**src/rtl/dac_bus_pkg.sv**
```systemverilog
// -----------------------------------------------------------------------------
// dac_bus_pkg
// Shared types and defaults for the parallel-bus DAC write sequencer.
//   state_t      : sequencer states. RB_SETUP/RB_STROBE exist only when
//                  DAC_READBACK_EN is defined.
//   dac_pins_t   : bundle of the active-low / direction control pins.
//   DAC_PIN_IDLE : inactive level of CS, RW, LDAC and CLR (all high).
//   DEF_*        : default data/address widths and phase lengths in cycles.
//   max_cyc      : largest of the five phase lengths; sizes the phase timer.
// -----------------------------------------------------------------------------
package dac_bus_pkg;

   typedef enum logic [3:0] {
      INIT,
      IDLE,
      SETUP,
      STROBE,
      HOLD,
      LOAD,
      CLEAR
`ifdef DAC_READBACK_EN
      ,
      RB_SETUP,
      RB_STROBE
`endif
   } state_t;

   typedef struct packed {
      logic cs;
      logic rw;
      logic ldac;
      logic clr;
   } dac_pins_t;

   localparam dac_pins_t DAC_PIN_IDLE = '{cs: 1'b1, rw: 1'b1, ldac: 1'b1, clr: 1'b1};

   localparam int DEF_DATA_W     = 12;
   localparam int DEF_ADDR_W     = 2;
   localparam int DEF_SETUP_CYC  = 1;
   localparam int DEF_STROBE_CYC = 1;
   localparam int DEF_HOLD_CYC   = 1;
   localparam int DEF_LDAC_CYC   = 1;
   localparam int DEF_CLR_CYC    = 2;

   function automatic int max_cyc(input int a, input int b, input int c,
                                  input int d, input int e);
      int m;
      m = a;
      if (b > m) m = b;
      if (c > m) m = c;
      if (d > m) m = d;
      if (e > m) m = e;
      return m;
   endfunction

endpackage

```
**src/rtl/dac_phase_timer.sv**
```systemverilog
// -----------------------------------------------------------------------------
// dac_phase_timer
// Loadable down-counter shared by every sequencer phase. A phase of N cycles
// loads N-1 on entry; the phase ends on the cycle where the count is zero.
// The counter holds at zero until reloaded.
// Ports:
//   clk      in  clock
//   ld       in  load ld_val this cycle (takes priority over counting)
//   ld_val   in  value to load
//   zero     out current count is zero (last cycle of the phase)
//   zero_nxt out count after this edge will be zero
// -----------------------------------------------------------------------------
module dac_phase_timer #(
   parameter int CNT_W = 2
) (
   input  logic             clk,
   input  logic             ld,
   input  logic [CNT_W-1:0] ld_val,
   output logic             zero,
   output logic             zero_nxt
);

   logic [CNT_W-1:0] cnt_q;
   logic [CNT_W-1:0] cnt_d;

   always_comb begin
      cnt_d = cnt_q;
      if (ld) begin
         cnt_d = ld_val;
      end else if (cnt_q != '0) begin
         cnt_d = cnt_q - 1'b1;
      end
   end

   always_ff @(posedge clk) begin
      cnt_q <= cnt_d;
   end

   assign zero     = (cnt_q == '0);
   assign zero_nxt = (cnt_d == '0);

endmodule

```
**src/rtl/dac_bus_sequencer.sv**
```systemverilog
// -----------------------------------------------------------------------------
// dac_bus_sequencer
// Parallel-bus DAC write sequencer. Accepts one channel write per valid/ready
// handshake and drives AD/DB/RW/CS with programmable setup/strobe/hold
// timing, followed by an LDAC update unless the write is deferred. Deferred
// writes are tracked in a pending-channel mask; the last code written to each
// channel is mirrored in a shadow register. Level requests ldac_req/clr_req
// issue a global LDAC update or a CLR pulse.
//
// Optional feature macro: DAC_READBACK_EN
//   defined   : DB splits into DB_o/DB_i/DB_oe; each write is read back and a
//               mismatch sets the sticky rb_err flag.
//   undefined : output-only DB, rb_err tied low.
//
// Ports:
//   CLK, RST          clock, synchronous active-high reset
//   in_valid/in_ready write handshake; in_addr/in_data/in_defer payload
//   ldac_req, clr_req level requests for an LDAC update / CLR pulse
//   wr_done           pulse on the final cycle of each write/update/clear
//   pending           channels written with defer but not yet loaded
//   shadow            last code per channel, channel 0 in the LSBs
//   rb_err            sticky readback mismatch
//   DB (DB_o/DB_i/DB_oe), AD, RW, CS, LDAC, CLR   DAC pins
// -----------------------------------------------------------------------------
module dac_bus_sequencer
   import dac_bus_pkg::*;
#(
   parameter int DATA_W     = DEF_DATA_W,
   parameter int ADDR_W     = DEF_ADDR_W,
   parameter int SETUP_CYC  = DEF_SETUP_CYC,
   parameter int STROBE_CYC = DEF_STROBE_CYC,
   parameter int HOLD_CYC   = DEF_HOLD_CYC,
   parameter int LDAC_CYC   = DEF_LDAC_CYC,
   parameter int CLR_CYC    = DEF_CLR_CYC
) (
   input  logic                          CLK,
   input  logic                          RST,
   input  logic                          in_valid,
   output logic                          in_ready,
   input  logic [ADDR_W-1:0]             in_addr,
   input  logic [DATA_W-1:0]             in_data,
   input  logic                          in_defer,
   input  logic                          ldac_req,
   input  logic                          clr_req,
   output logic                          wr_done,
   output logic [(2**ADDR_W)-1:0]        pending,
   output logic [(2**ADDR_W)*DATA_W-1:0] shadow,
   output logic                          rb_err,
`ifdef DAC_READBACK_EN
   output logic [DATA_W-1:0]             DB_o,
   input  logic [DATA_W-1:0]             DB_i,
   output logic                          DB_oe,
`else
   output logic [DATA_W-1:0]             DB,
`endif
   output logic [ADDR_W-1:0]             AD,
   output logic                          RW,
   output logic                          CS,
   output logic                          LDAC,
   output logic                          CLR
);

   localparam int NCH     = 2 ** ADDR_W;
   localparam int MAX_CYC = max_cyc(SETUP_CYC, STROBE_CYC, HOLD_CYC, LDAC_CYC, CLR_CYC);
   localparam int CNT_W   = $clog2(MAX_CYC) + 1;

   state_t                        state_q, state_d;
   logic [ADDR_W-1:0]             cmd_addr_q, cmd_addr_d;
   logic [DATA_W-1:0]             cmd_data_q, cmd_data_d;
   logic                          cmd_defer_q, cmd_defer_d;
   logic                          cmd_vld_q, cmd_vld_d;
   logic [NCH-1:0]                pending_q, pending_d;
   logic [NCH-1:0][DATA_W-1:0]    shadow_q, shadow_d;
   logic [ADDR_W-1:0]             ad_q, ad_d;
   logic [DATA_W-1:0]             db_q, db_d;
   logic                          cs_q, cs_d;
   logic                          rw_q, rw_d;
   logic                          ldac_q, ldac_d;
   logic                          clr_q, clr_d;
   logic                          in_ready_q, in_ready_d;
   logic                          wr_done_q, wr_done_d;
   logic                          finish_wr;
   logic                          tmr_ld;
   logic [CNT_W-1:0]              tmr_ld_val;
   logic                          tmr_zero;
   logic                          tmr_zero_nxt;
`ifdef DAC_READBACK_EN
   logic                          rb_err_q, rb_err_d;
   logic                          db_oe_q, db_oe_d;
`endif

   // Last count value of each timed phase (phase of N cycles counts N-1..0).
   function automatic logic [CNT_W-1:0] phase_last(input state_t s);
      case (s)
         SETUP:     return CNT_W'(SETUP_CYC - 1);
         STROBE:    return CNT_W'(STROBE_CYC - 1);
         HOLD:      return CNT_W'(HOLD_CYC - 1);
         LOAD:      return CNT_W'(LDAC_CYC - 1);
         CLEAR:     return CNT_W'(CLR_CYC - 1);
`ifdef DAC_READBACK_EN
         RB_SETUP:  return CNT_W'(SETUP_CYC - 1);
         RB_STROBE: return CNT_W'(STROBE_CYC - 1);
`endif
         default:   return '0;
      endcase
   endfunction

   dac_phase_timer #(.CNT_W(CNT_W)) u_timer (
      .clk      (CLK),
      .ld       (tmr_ld),
      .ld_val   (tmr_ld_val),
      .zero     (tmr_zero),
      .zero_nxt (tmr_zero_nxt)
   );

   always_comb begin
      state_d     = state_q;
      cmd_addr_d  = cmd_addr_q;
      cmd_data_d  = cmd_data_q;
      cmd_defer_d = cmd_defer_q;
      cmd_vld_d   = cmd_vld_q;
      pending_d   = pending_q;
      shadow_d    = shadow_q;
      ad_d        = ad_q;
      db_d        = db_q;
      finish_wr   = 1'b0;
`ifdef DAC_READBACK_EN
      rb_err_d    = rb_err_q;
`endif

      // A handshake always captures the command; it is executed from IDLE
      // once no clear/update request outranks it.
      if (in_valid && in_ready_q) begin
         cmd_addr_d  = in_addr;
         cmd_data_d  = in_data;
         cmd_defer_d = in_defer;
         cmd_vld_d   = 1'b1;
      end

      case (state_q)
         INIT:   if (tmr_zero) state_d = IDLE;
         IDLE: begin
            if (clr_req) begin
               state_d = CLEAR;
            end else if (ldac_req) begin
               state_d = LOAD;
            end else if (cmd_vld_d) begin
               state_d   = SETUP;
               cmd_vld_d = 1'b0;
               ad_d      = cmd_addr_d;
               db_d      = cmd_data_d;
            end
         end
         SETUP:  if (tmr_zero) state_d = STROBE;
         STROBE: if (tmr_zero) state_d = HOLD;
         HOLD: begin
            if (tmr_zero) begin
`ifdef DAC_READBACK_EN
               state_d = RB_SETUP;
`else
               finish_wr = 1'b1;
`endif
            end
         end
`ifdef DAC_READBACK_EN
         RB_SETUP: if (tmr_zero) state_d = RB_STROBE;
         RB_STROBE: begin
            if (tmr_zero) begin
               if (DB_i != cmd_data_q) rb_err_d = 1'b1;
               finish_wr = 1'b1;
            end
         end
`endif
         LOAD:   if (tmr_zero) state_d = IDLE;
         CLEAR:  if (tmr_zero) state_d = IDLE;
         default: state_d = INIT;
      endcase

      if (finish_wr) begin
         if (cmd_defer_q) begin
            pending_d[cmd_addr_q] = 1'b1;
            state_d               = IDLE;
         end else begin
            state_d = LOAD;
         end
      end

      // Phase-entry side effects.
      if (state_d != state_q) begin
         case (state_d)
            HOLD:  shadow_d[cmd_addr_q] = cmd_data_q;
            LOAD:  pending_d = '0;
            CLEAR: begin
               pending_d = '0;
               shadow_d  = '0;
            end
            default: ;
         endcase
      end

      // Reset preloads CLR_CYC (not CLR_CYC-1): the reset cycle itself holds
      // CLR high, the following CLR_CYC cycles of INIT hold it low.
      tmr_ld     = RST || (state_d != state_q);
      tmr_ld_val = RST ? CNT_W'(CLR_CYC) : phase_last(state_d);

      // Pins are registered from the next state so they align with state_q.
`ifdef DAC_READBACK_EN
      cs_d    = !(state_d == STROBE || state_d == RB_STROBE);
      db_oe_d = !(state_d == RB_SETUP || state_d == RB_STROBE);
`else
      cs_d    = (state_d != STROBE);
`endif
      rw_d       = !(state_d == SETUP || state_d == STROBE || state_d == HOLD);
      ldac_d     = (state_d != LOAD);
      clr_d      = !(state_d == CLEAR || state_d == INIT);
      in_ready_d = (state_d == IDLE) && !clr_req && !ldac_req && !cmd_vld_d;

      wr_done_d = 1'b0;
      if (tmr_zero_nxt) begin
         case (state_d)
            LOAD, CLEAR: wr_done_d = 1'b1;
`ifdef DAC_READBACK_EN
            RB_STROBE:   wr_done_d = cmd_defer_d;
`else
            HOLD:        wr_done_d = cmd_defer_d;
`endif
            default:     wr_done_d = 1'b0;
         endcase
      end
   end

   always_ff @(posedge CLK) begin
      if (RST) begin
         state_q    <= INIT;
         cmd_vld_q  <= 1'b0;
         pending_q  <= '0;
         shadow_q   <= '0;
         ad_q       <= '0;
         db_q       <= '0;
         cs_q       <= DAC_PIN_IDLE.cs;
         rw_q       <= DAC_PIN_IDLE.rw;
         ldac_q     <= DAC_PIN_IDLE.ldac;
         clr_q      <= DAC_PIN_IDLE.clr;
         in_ready_q <= 1'b0;
         wr_done_q  <= 1'b0;
`ifdef DAC_READBACK_EN
         rb_err_q   <= 1'b0;
         db_oe_q    <= 1'b1;
`endif
      end else begin
         state_q    <= state_d;
         cmd_vld_q  <= cmd_vld_d;
         pending_q  <= pending_d;
         shadow_q   <= shadow_d;
         ad_q       <= ad_d;
         db_q       <= db_d;
         cs_q       <= cs_d;
         rw_q       <= rw_d;
         ldac_q     <= ldac_d;
         clr_q      <= clr_d;
         in_ready_q <= in_ready_d;
         wr_done_q  <= wr_done_d;
`ifdef DAC_READBACK_EN
         rb_err_q   <= rb_err_d;
         db_oe_q    <= db_oe_d;
`endif
      end
   end

   // Command payload is only meaningful while cmd_vld or an op is running.
   always_ff @(posedge CLK) begin
      cmd_addr_q  <= cmd_addr_d;
      cmd_data_q  <= cmd_data_d;
      cmd_defer_q <= cmd_defer_d;
   end

   assign in_ready = in_ready_q;
   assign wr_done  = wr_done_q;
   assign pending  = pending_q;
   assign shadow   = shadow_q;
   assign AD       = ad_q;
   assign RW       = rw_q;
   assign CS       = cs_q;
   assign LDAC     = ldac_q;
   assign CLR      = clr_q;
`ifdef DAC_READBACK_EN
   assign DB_o     = db_q;
   assign DB_oe    = db_oe_q;
   assign rb_err   = rb_err_q;
`else
   assign DB       = db_q;
   assign rb_err   = 1'b0;
`endif

endmodule

```
**config.mk**
```make
export PLATFORM = sky130hd
export DESIGN_NAME = dac_bus_sequencer
export DESIGN_NICKNAME = d
export VERILOG_FILES = /design/src/rtl/dac_bus_pkg.sv /design/src/rtl/dac_phase_timer.sv /design/src/rtl/dac_bus_sequencer.sv
export SDC_FILE = /design/constraint.sdc
export NUM_CORES = 1
export LEC_CHECK = 0
export CAP_MARGIN = 40
export CORE_ASPECT_RATIO = 0.7
export CORE_MARGIN = 2
export CORE_UTILIZATION = 25
export DETAILED_ROUTE_END_ITERATION = 10
export HOLD_SLACK_MARGIN = 0.12
export PLACE_DENSITY_LB_ADDON = 0.3
export SYNTH_ARGS = -nofsm -noshare
export SYNTH_HDL_FRONTEND = slang
export SYNTH_SLANG_ARGS = --single-unit
```
**constraint.sdc**
```tcl
create_clock -name CLK -period 3.25 [get_ports CLK]
set_input_delay 0.975 -clock CLK [delete_from_list [all_inputs] [get_ports CLK]]
set_output_delay 0.975 -clock CLK [all_outputs]
set_load 0.005 [all_outputs]
```
Word level (Yosys, flattened, before mapping)

Index checks and enable logic that the tools add are counted.

Register bits: 94
Output and inout port bits: 73
Logic and storage cells: 99

Add/subtract/negate cells: 1
Magnitude comparators: 2
Equality and inequality tests: 15
Multiplexer cells: 33
Bitwise logic cells: 4
Reductions and logical operators: 25

Operators with widths:

| operator                                                                 | number |
|---|---|
| 48-bit case mux with 2 select lines                                      | 1 |
| 48-bit bitwise mux                                                       | 1 |
| 4-bit two-way mux                                                        | 11 |
| 12-bit demux with 2-bit select                                           | 1 |
| 4-bit by 3-bit equality test with 1-bit output (second input constant)   | 6 |
| 12-bit two-way mux                                                       | 2 |
| 4-bit case mux with 5 select lines                                       | 1 |
| 4-bit by 2-bit equality test with 1-bit output (second input constant)   | 4 |
| 1-bit two-way mux                                                        | 9 |
| 4-bit by 1-bit equality test with 1-bit output (second input constant)   | 2 |
| 4-bit logical NOT                                                        | 2 |
| 2-bit two-way mux                                                        | 4 |
| 1-bit logical AND                                                        | 5 |
| 1-bit logical NOT                                                        | 5 |
| 2-bit logical NOT                                                        | 2 |
| 1-bit logical OR                                                         | 4 |
| 4-bit by 2-bit inequality test with 1-bit output (second input constant) | 1 |
| 4-bit by 3-bit inequality test with 1-bit output (second input constant) | 1 |
| 4-bit inequality test                                                    | 1 |
| 4-bit OR                                                                 | 1 |
| 4-bit AND reduction                                                      | 1 |
| 2-bit nonzero test                                                       | 2 |
| 2-bit OR reduction                                                       | 2 |
| 2-bit by 3-bit < comparator with 1-bit output (second input constant)    | 1 |
| other kinds (8)                                                          | 10 |

Depth between registers and ports, before layout

Word-level depth: 14
Depth in mapped cells: 9
Mapped depth without buffers: 6

Hierarchy

A second synthesis with hierarchy kept.

Cell total of the unflattened synthesis: 413
Area total of the unflattened synthesis: 3911.3 um2

Modules (own cells, without submodules):

| module            | times used | cells each | area an instance (um2) |
|---|---|---|---|
| dac_bus_sequencer | 1          | 402        | 3827.4 |
| dac_phase_timer   | 1          | 11         | 83.8 |

Least setup slack after synthesis

OpenSTA, ideal clock, no wires.

Path type: input to register
From: input port in_valid
To: register shadow_q (netlist bit shadow[10])
Setup time: 0.117 ns
Arrival: 2.505 ns
Path slack: 0.628 ns
Stages: 8
Path buffers: 2
Cells stage by stage: a211o_1 and4_4 or2_1 buf_6 o41ai_4 a21oi_2 buf_6 a22o_1

Longest elaborated chain between the ends: 10

Ends and longest elaborated chain:

| item                                           | line                     | text |
|---|---|---|
| start, declared                                | dac_bus_sequencer.sv:38  | `input logic in_valid,` |
| 1-bit logical AND *                            | dac_bus_sequencer.sv:133 | `if (in_valid && in_ready_q) begin` |
| 1-bit two-way mux *                            | dac_bus_sequencer.sv:133 |  |
| 4-bit two-way mux *                            | dac_bus_sequencer.sv:147 | `end else if (cmd_vld_d) begin` |
| 4-bit two-way mux *                            | dac_bus_sequencer.sv:145 | `end else if (ldac_req) begin` |
| 4-bit two-way mux *                            | dac_bus_sequencer.sv:143 | `if (clr_req) begin` |
| 4-bit case mux with 5 select lines *           | dac_bus_sequencer.sv:140 | `case (state_q)` |
| 4-bit two-way mux *                            | dac_bus_sequencer.sv:179 | `if (finish_wr) begin` |
| 4-bit by 3-bit equality test with 1-bit output | dac_bus_sequencer.sv:190 | `case (state_d)` |
| 2-bit nonzero test (no source line)            | n/a                      |  |
| 2-bit AND reduction (no source line)           | n/a                      |  |
| end signal, assigned                           | dac_bus_sequencer.sv:254 | `shadow_q <= shadow_d;` |
| end, declared                                  | dac_bus_sequencer.sv:73  | `logic [NCH-1:0][DATA_W-1:0] shadow_q, shadow_d;` |

Every way passes the cells marked *; elsewhere a longest branch is shown, timed or not.
A chain may end at the register's enable or synchronous reset.

Final worst setup path

From: input port ldac_req
To: register shadow_q (netlist bit shadow[26])

Longest elaborated chain between the ends: 7

Ends and longest elaborated chain:

| item                                           | line                     | text |
|---|---|---|
| start, declared                                | dac_bus_sequencer.sv:43  | `input logic ldac_req,` |
| 4-bit two-way mux *                            | dac_bus_sequencer.sv:145 |  |
| 4-bit two-way mux *                            | dac_bus_sequencer.sv:143 |  |
| 4-bit case mux with 5 select lines *           | dac_bus_sequencer.sv:140 |  |
| 4-bit two-way mux *                            | dac_bus_sequencer.sv:179 |  |
| 4-bit by 3-bit equality test with 1-bit output | dac_bus_sequencer.sv:190 |  |
| 2-bit nonzero test (no source line)            | n/a                      |  |
| 2-bit AND reduction (no source line)           | n/a                      |  |

Marks and branches as above.

==> metrics.md <==
| Metric | Value |
|---|---|
| Status | finished clean |
| Die ar. | 15200 sq um |
| Synth warnings | 0 |
| Synth area leader | dfxtp_1 |
| Drt drc | 0 |
| CP max stage delay | 550 ps |
| Layout area overhead | 40.8% |
| EDFF count, synth | 0 |
| Final Setup Violations | 0 |
| Cells after synthesis | 322 |
| Type of destination of the critical path | flop |
| Pin count of the biggest net entering global routing | 31 |
| R2R depth | 6 |
| DR iter-0 viols | 128 |
| Worst r2r dst | shadow[30] |
| Gr busiest metal | met1 |
| Filler Cell Count | 1381 |
| Root Driver | clkbuf_16 |
| Top cells by area, synth | dfxtp_1 (53%), a22o_1 (12%), mux2_2 (4.7%) |
| Vias | 2855 |
| Worst-skew pair later-pin latency | 350 ps |
| Crit start category | input pin |
| Leakage power | 1.81 nW |
| Initial antenna violation count | 0 |
| Most frequent cell after synthesis | dfxtp_1 |
| Slew headroom | 50.8% |
| Total track usage | 13.6% |
| CP Buf/Inv Count | 1 |
| Synth unique cells | 55 |
| Final wirelength | 10300 um |
| Top delay family on crit path | compound AO/OA/AOI/OAI gates |
| Core Area | 13900 sq um |
| Setup Fix Bufs, Post-CTS | 0 |
| Die height | 104 um |
| Synth Cell Area | 3560 sq um |
| Critical Path AT | 3260 ps |
| First-pass GRT wire length | 15700 um |
| RSZ-0062 raised after global routing | no |
| Cells along the critical path | clkdlybuf4s50_1 > nor3b_1 > a311oi_4 > o221ai_2 > o31ai_1 > a21oi_2 > a22o_1 |
| Pwr Density | 548 nW/um^2 |
| Vias per Instance | 4.67 |
| Grt total ovfl | 0 |
| Dpl cells | 595 |
| Maximum VDD drop | 0.000337 V |
| TritonCTS clock tree | built |
| Syn avg cell area | 11.0 sq um |
| Effective utilization at floorplan | 25.6% |
| Worst EP required | 3540 ps |
| Hold Path End | DB[8] |
| Hold-fix buffers at CTS | 0 |
| Nets | 436 |
| Final ANT Viol Nets | 0 |
| Row cnt | 36 |
| Clk_skew | 11.1 ps |
| Die W | 147 um |
| Max Cap Viol | 0 |
| Max H-tree Level | 3 |
| Number of global-route vias before repair | 2705 |
| Setup ws final | 277 ps |
| Final Wtd Congestion | 0.904 |
| Fin cells | 611 |
| CTS Sinks | 94 |
| Share of layout cells above drive strength 1 | 15.9% |
| Dpl ws | -47.5 ps |
| HP Class | reg2reg |
| Clock slew at reported path FFs | 70 ps |
| Register area | 1880 sq um |
| Worst-path maximum fanout | 12 |
| Top post-synthesis cells by count | dfxtp_1 (94), a22o_1 (48), nand2_1 (27) |
| Worst Setup Path Type | in2reg |
| Reg-to-reg startpoint | u_timer.cnt_q[1] |
| Final Hold Viols | 0 |
| Worst R2R Setup Slack | 830 ps |
| Worst-Margin Slew | 735 ps |
| Drt wl/cell | 16.8 um |
| Clock buffer depth | 2 |
| Final Max Slew Viols | 0 |
| N_diodes | 0 |
| Worst hold path startpoint | DB[8] |
| WHS Path Cells | 2 |
| Met2 usage | 18.8% |
| M1 GR Usage | 18.8% |
| Post-DP HPWL | 7640 um |
| Tcrit/Tclk final | 91.5% |
| Slowest CP cell | clkdlybuf4s50_1 |
| Minimum clock period | 2970 ps |
| TritonRoute pass-1 iters | 6 |
| Register bit count reported by yosys | 94 |
| Boundary Pins | 93 |
| GR Util met3 | 5.42% |
| IO buf count | 91 |
| Max Clk Rate | 336 MHz |
| Area occupied by multi-input gates | 1500 sq um |
| Async set or reset register ratio after synthesis | 0% |
| Fin Setup TNS | 0 ps |
| CTS Buf Count | 9 |
| Number of gates resized after CTS | 0 |
| Synth top area share | 52.9% |
| Hold Worst Slack | 478 ps |
| Sequential share of the synthesized area | 52.9% |
| Main synth FF type | dfxtp_1 |
registers in the layout, indices dropped and copies added, names as in the netlist:
register       count
wr_done            1
pending            4
state_q            4
CS                 1
AD                 2
shadow            48
CLR                1
cmd_data_q        12
in_ready           1
LDAC               1
cmd_defer_q        1
cmd_vld_q          1
DB                12
u_timer.cnt_q      2
RW                 1
cmd_addr_q         2
worst max path at each step:
stage                     depth (start not counted)      from          to
after floorplan                                   8  in_valid  shadow[10]
after global placement                            8  in_valid   shadow[8]
after detailed placement                          7  ldac_req  shadow[32]
after CTS                                         7  ldac_req  shadow[30]
after global routing                              7  ldac_req  shadow[32]
final                                             7  ldac_req  shadow[26]
layout by cell type, fill, tap and decap left out, types with 5 or more instances in the layout:
cell	Yosys	layout
clkbuf_16	0	9
nor2_1	14	14
mux2_2	15	15
a22o_1	48	48
dfxtp_1	94	94
nand2_1	27	27
a31oi_1	6	6
clkdlybuf4s50_1	0	91
inv_1	6	6
nor3_1	5	5
buf_4	6	14
nand2b_1	19	19
a21oi_1	16	16
metal layers:
metal	vias up	wire length (um)	part of all wire, %
met5	-	0	0
met4	0	145	1.4
met3	10	872	8.5
met2	115	4240	41
met1	1369	5000	49
li1	1361	-	-
stage by stage:
stage	area [sq um]	util (%)	total power [mW]
2_1_floorplan	3560	-	1.41
3_3_place_gp	4660	33.5	1.52
3_5_place_dp	4660	33.5	1.52
4_1_cts	5010	36.0	2.78
5_1_grt	5010	36.0	2.85
6_report	5010	36.0	2.74
worst min-delay path, delay by kind of cell, from the launching register on:
family | cells | cell delay, ps
and+or+nand+nor | 1 | 60
DFF | 1 | 310
AOI/OAI and AO/OA | 1 | 60
where the power goes:
part | internal [mW] | switching, mW
combinational | 0.101 | 0.0967
sequential | 1.20 | 0.0995
clock | 0.765 | 0.482
total | 2.07 | 0.678
layout make-up:
class	instances	area share (%)
Inverter	6	0.450
Tap cell	190	4.75
Clock buffer	9	4.50
Clock inverter	7	2.55
Multi-Input combinational cell	200	29.9
Timing Repair Buffer	105	20.3
Sequential cell	94	37.6
kinds of logic (layout without fill, tap and decap cells):
family | count (synthesis) | in the layout | share of synthesized area, %
AO/OA/AOI/OAI | 99 | 99 | 24.2
AND/OR/NAND/NOR | 84 | 84 | 12.9
multiplexers | 15 | 15 | 4.75
flip-flops | 94 | 94 | 52.9
buffers and inverters | 29 | 127 | 5.10
other | 1 | 2 | 0.105
(Power assumes the default switching activity.)
